`src/rtl/mod_n_counter_sync_if.sv`:
```
// Control and status bundle for mod_n_counter_sync; the parameter must match the counter's MODULUS.
// master drives the count controls, slave is the counter itself.
interface mod_n_counter_sync_if #(
    parameter int MODULUS = 3
);
    localparam int W = $clog2(MODULUS);

    logic         en_i;
    logic         up_i;
    logic         load_i;
    logic [W-1:0] load_val_i;
    logic [W-1:0] count_o;
    logic         tc_o;
    logic         wrap_o;
    logic         load_err_o;

    modport master (
        output en_i, up_i, load_i, load_val_i,
        input  count_o, tc_o, wrap_o, load_err_o
    );

    modport slave (
        input  en_i, up_i, load_i, load_val_i,
        output count_o, tc_o, wrap_o, load_err_o
    );
endinterface

```
`src/rtl/mod_n_counter_sync.sv`:
```
// Parametrised synchronous modulo-N up/down counter with range-checked load,
// registered wrap pulse and a combinational terminal count for cascading.
module mod_n_counter_sync #(
    parameter int MODULUS     = 3,
    parameter int RESET_VALUE = 0
) (
    input  logic                       clk_i,
    input  logic                       clear_i,
    mod_n_counter_sync_if.slave        bus
);
    localparam int W = $clog2(MODULUS);
    localparam logic [W-1:0] MAX_COUNT = W'(MODULUS - 1);
    localparam logic [W-1:0] RST_COUNT = W'(RESET_VALUE);
    localparam logic [W:0]   MOD_EXT   = (W+1)'(MODULUS);

    logic [W-1:0] count_q, count_d;
    logic         wrap_q, wrap_d;
    logic         loadErr_q, loadErr_d;
    logic         loadOk;
    logic         atTerminal;

    // One extra bit so the range check also works when MODULUS is a power of two.
    assign loadOk     = ({1'b0, bus.load_val_i} < MOD_EXT);
    assign atTerminal = bus.up_i ? (count_q == MAX_COUNT) : (count_q == '0);

    always_comb begin
        count_d   = count_q;
        wrap_d    = 1'b0;
        loadErr_d = loadErr_q;
        if (bus.load_i) begin
            if (loadOk) begin
                count_d = bus.load_val_i;
            end else begin
                loadErr_d = 1'b1;
            end
        end else if (bus.en_i) begin
            if (atTerminal) begin
                count_d = bus.up_i ? '0 : MAX_COUNT;
                wrap_d  = 1'b1;
            end else if (bus.up_i) begin
                count_d = count_q + 1'b1;
            end else begin
                count_d = count_q - 1'b1;
            end
        end
    end

    always_ff @(posedge clk_i) begin
        if (clear_i) begin
            count_q   <= RST_COUNT;
            wrap_q    <= 1'b0;
            loadErr_q <= 1'b0;
        end else begin
            count_q   <= count_d;
            wrap_q    <= wrap_d;
            loadErr_q <= loadErr_d;
        end
    end

    assign bus.count_o    = count_q;
    assign bus.wrap_o     = wrap_q;
    assign bus.load_err_o = loadErr_q;
    // Unregistered so a downstream stage steps on the same edge as this one wraps.
    assign bus.tc_o       = bus.en_i & ~bus.load_i & ~clear_i & atTerminal;
endmodule
```
`src/flat_wrapper.sv`:
```
// flat-port wrapper written by rule: the top's interface ports become plain ports
module mod_n_counter_sync_flat 
#(
    parameter int MODULUS     = 3,
    parameter int RESET_VALUE = 0
)
  (clk_i, clear_i, bus_en_i, bus_up_i, bus_load_i, bus_load_val_i, bus_count_o, bus_tc_o, bus_wrap_o, bus_load_err_o);
  mod_n_counter_sync_if #(.MODULUS(MODULUS)) bus_i ();
  input  logic clk_i;
  input  logic clear_i;
  input wire logic [$bits(bus_i.en_i)-1:0] bus_en_i;
  input wire logic [$bits(bus_i.up_i)-1:0] bus_up_i;
  input wire logic [$bits(bus_i.load_i)-1:0] bus_load_i;
  input wire logic [$bits(bus_i.load_val_i)-1:0] bus_load_val_i;
  output wire logic [$bits(bus_i.count_o)-1:0] bus_count_o;
  output wire logic [$bits(bus_i.tc_o)-1:0] bus_tc_o;
  output wire logic [$bits(bus_i.wrap_o)-1:0] bus_wrap_o;
  output wire logic [$bits(bus_i.load_err_o)-1:0] bus_load_err_o;
  assign bus_i.en_i = bus_en_i;
  assign bus_i.up_i = bus_up_i;
  assign bus_i.load_i = bus_load_i;
  assign bus_i.load_val_i = bus_load_val_i;
  assign bus_count_o = bus_i.count_o;
  assign bus_tc_o = bus_i.tc_o;
  assign bus_wrap_o = bus_i.wrap_o;
  assign bus_load_err_o = bus_i.load_err_o;
  mod_n_counter_sync #(.MODULUS(MODULUS), .RESET_VALUE(RESET_VALUE)) u_core (.clk_i(clk_i), .clear_i(clear_i), .bus(bus_i));
endmodule
```
`config.mk`:
```
export PLATFORM = sky130hd
export DESIGN_NAME = mod_n_counter_sync_flat
export DESIGN_NICKNAME = d
export VERILOG_FILES = /design/src/rtl/mod_n_counter_sync_if.sv /design/src/rtl/mod_n_counter_sync.sv /design/src/flat_wrapper.sv
export SDC_FILE = /design/constraint.sdc
export NUM_CORES = 1
export LEC_CHECK = 0
export CAP_MARGIN = 20
export CORE_AREA = 2 2 39 41
export DETAILED_ROUTE_END_ITERATION = 6
export DIE_AREA = 0 0 41 43
export PLACE_DENSITY = 0.48
export RECOVER_POWER = 25
export SLEW_MARGIN = 20
export SYNTH_ARGS = -nofsm -noshare
export SYNTH_HDL_FRONTEND = slang
export SYNTH_SLANG_ARGS = --single-unit
```
`constraint.sdc`:
```
create_clock -name clk_i -period 1.5 [get_ports clk_i]
set_clock_uncertainty 0.15 [all_clocks]
set_input_delay 0.3 -clock clk_i [delete_from_list [all_inputs] [get_ports clk_i]]
set_output_delay 0.3 -clock clk_i [all_outputs]
set_load 0.03 [all_outputs]
```
==> flow_summary_export.csv <==
group,metric,value,unit
grt,grt_pass1_vias,270,
flow_run,maxCapViolations,0,
timing,hold_viol_final,0,
timing,slew_headroom,80.00,%
placement,placed_cells,62,
yosys,ys_ff_latch,4,
floorplan,die_h,43,µm
floorplan,start_util,16.18,%
worst_setup_path,crit_path_cell_trace,"xor2_4 > nor4_4 > buf_4",
placement,io_buffers,11,
worst_setup_path,reg2reg_depth,4,
timing,worst_pin_slew,0.2969,ns
timing,slew_violations,0,
drt,num_vias,276,
finish,fillers,152,
drt,firstDrtPassIters,2,
yosys,mappedNetlistArea,224.0,µm²
yosys,seq_area_frac_synth,35.75,%
timing,fmax,654.2,MHz
drt,first_iter_violations,2,
grt,grt_overflow,0,
grt,grt_max_degree,7,
clock_tree,postCtsHoldBufs,0,
worst_setup_path,ff2ff_setup_slack,0.21,ns
timing,rsz0062_at_grt,"yes",
worst_setup_path,worstReg2RegEnd,"u_core.bus.count_o[0]",
timing,setup_ws,-0.02870,ns
grt,antenna_found_initial,0,
clock_tree,cts_buffers,3,
finish,final_cells,66,
clock_tree,clk_pin_slew,0.04,ns
timing,fin_crit_sh,101.9,%
worst_setup_path,crit_required,1.05,ns
outcome,outcome,"finished with violations",
clock_tree,clockBufferDepth,2,
clock_tree,htreeDepth,1,
floorplan,row_count,14,
grt,grtUsageTotal,9.629,%
finish,fin_nets,58,
drt,avgViaCountPerCell,4.182,
worst_setup_path,worstPathArrival,1.08,ns
worst_setup_path,r2r-start,"u_core.bus.count_o[1]",
timing,fin_hold_ws,0.2616,ns
timing,fin_crit,1.529,ns
yosys,yosys_warnings,0,
yosys,syn_inst,25,
yosys,syn_avg_cell_area,8.959,µm²
worst_setup_path,cp-end-kind,"output port",
worst_setup_path,endpoint,"bus_tc_o",
power_and_ir_drop,p_leak,0.2087,nW
grt,grt_pass1_wl,1152,µm
floorplan,io_pins,12,
timing,setup_violations,1,
worst_setup_path,slowest_stage,"dfxtp_4",
clock_tree,cts_tree,"done",
worst_setup_path,worst-path-max-fanout,4,
min_path,hold_path.class,"in2reg",
finish,num_antenna_cells,0,
yosys,synth.distinct_cells,16,
worst_setup_path,critPathLaunch,"u_core.bus.count_o[1]",
finish,area_growth,112.3,%
drt,drc,0,
drt,drt_wl_total,637,µm
worst_setup_path,max_stage_delay,0.36,ns
floorplan,core,1384,µm²
clock_tree,clock_latency,0.24,ns
floorplan,fp.dieArea,1763,µm²
clock_tree,cts_sinks,4,
placement,place_hpwl,550.4,µm
drt,wl_per_cell,9.652,µm
worst_setup_path,path_class,"reg2out",
timing,fin_tns_setup,-0.02870,ns
power_and_ir_drop,power.density,815.6,nW/µm²
floorplan,die_width,41,µm
yosys,synth_nets,32,
placement,finalWeightedCongestion,0.8055,
power_and_ir_drop,peakVddDrop,0.0003246,V
outcome,violations,"setup timing",
finish,drive_gt1_share,46.00,%
drt,ant_nets,0,
worst_setup_path,start_kind,"flop",
clock_tree,cts_root_buffer,"clkbuf_4",
## metal layers
metal,up-vias,wire [µm],GRT usage [%]
met5,-,0,0
met2,9,322,14.37
met1,123,264,12.18
met3,0,49,4.712
met4,0,0,2.000
li1,144,-,-
## cells in the mapped netlist
library cell | number | share of area, %
dfxtp_1 | 4 | 36
inv_1 | 4 | 6.7
a21oi_1 | 2 | 4.5
nand2b_1 | 2 | 5.6
nor4_1 | 2 | 5.6
a2111oi_2 | 1 | 6.7
a211oi_1 | 1 | 3.4
and3b_1 | 1 | 3.9
nand3_1 | 1 | 2.2
nor2_1 | 1 | 1.7
nor2b_1 | 1 | 2.8
o2111ai_1 | 1 | 3.9
o21ai_0 | 1 | 2.2
o2bb2ai_1 | 1 | 3.9
xnor2_1 | 1 | 3.9
xor2_2 | 1 | 7.3
## how the worst min path moves through the flow
stage / startpoint / end / slack, ns / cells past startpoint
2_1_floorplan: clear_i / u_core.bus.count_o[0] / 0.22 / 1
3_3_place_gp: u_core.bus.load_err_o / u_core.bus.load_err_o / 0.29 / 2
6_report: bus_load_i / u_core.bus.wrap_o / 0.26 / 3
3_5_place_dp: u_core.bus.load_err_o / u_core.bus.load_err_o / 0.31 / 2
4_1_cts: u_core.bus.load_err_o / u_core.bus.load_err_o / 0.32 / 2
5_1_grt: bus_load_i / u_core.bus.wrap_o / 0.28 / 3
## flip-flops by register name, summed over array words and instances (netlist names)
register and flops:
u_core.bus.count_o 2, u_core.bus.load_err_o 1, u_core.bus.wrap_o 1
## logic make-up (layout without fill, tap and decap cells)
kind of cell / after synthesis / after routing / synth area share (%)
AO/OA/AOI/OAI: 7 / 7 / 24.58
flip-flops: 4 / 4 / 35.76
AND/OR/NAND/NOR: 8 / 8 / 21.78
buffers and inverters: 4 / 29 / 6.702
XOR/XNOR: 2 / 2 / 11.18
## critical path, delay by kind of cell (launching register included)
| kind | cells | cell delay [ns] |
|---|---|---|
| flip-flops | 1 | 0.36 |
| XOR/XNOR | 1 | 0.16 |
| buffers and inverters | 1 | 0.19 |
| AND/OR/NAND/NOR | 1 | 0.12 |
## stage by stage
stage                     util [%]  setup slack, ns  total power, W  instance area [µm²]
final                        34.36         -0.02870       0.0003878                475.5
after floorplan                  -          0.02470       0.0001804                254.0
after detailed placement     32.64          -0.4601       0.0002488                451.7
after global routing         34.36          -0.1009       0.0004161                475.5
after global placement       32.64          -0.4192       0.0002468                451.7
after CTS                    34.99         -0.06012       0.0004005                484.2
## what timing repair did
item | in CTS | in global routing
endpoints found under the setup margin | 5 | 1
gates resized for setup | 13 | 2
buffers inserted | 0 | 0
pin swaps | 1 | 0
## power by group
part	switching [W]	internal, W
Clock	0.0000456	0.0000999
Combinational	0.0000549	0.0000604
Sequential	0.0000115	0.000115
## layout make-up
type,count,area (µm²),share of cell area [%]
multi-input combinational,17,162.7,34.21
sequential,4,85.08,17.89
inverter,4,15.01,3.158
tap,16,20.02,4.211
clock buffer,4,26.28,5.526
timing repair buffer,21,166.4,35.00
## cells in the final DEF (no fill, tap or decap)
cell and instances:
buf_4 12, inv_1 4, clkbuf_4 3, dlygate4sd2_1 3, a21oi_1 2, clkbuf_1 2
clkdlybuf4s50_1 2, dfxtp_1 2, xor2_4 1, nand2b_4 1, nor4_4 1, nand3_1 1
o21ai_0 1, nor2b_1 1, a2111oi_2 1, nor4_1 1, nor2_1 1, xnor2_1 1
and3b_1 1, a211oi_1 1, nand2b_1 1, o2111ai_1 1, o2bb2ai_1 1, clkdlybuf4s15_1 1
buf_2 1, clkdlybuf4s15_2 1, dfxtp_2 1, dfxtp_4 1
Note: power is estimated with default switching activity, not from simulation.
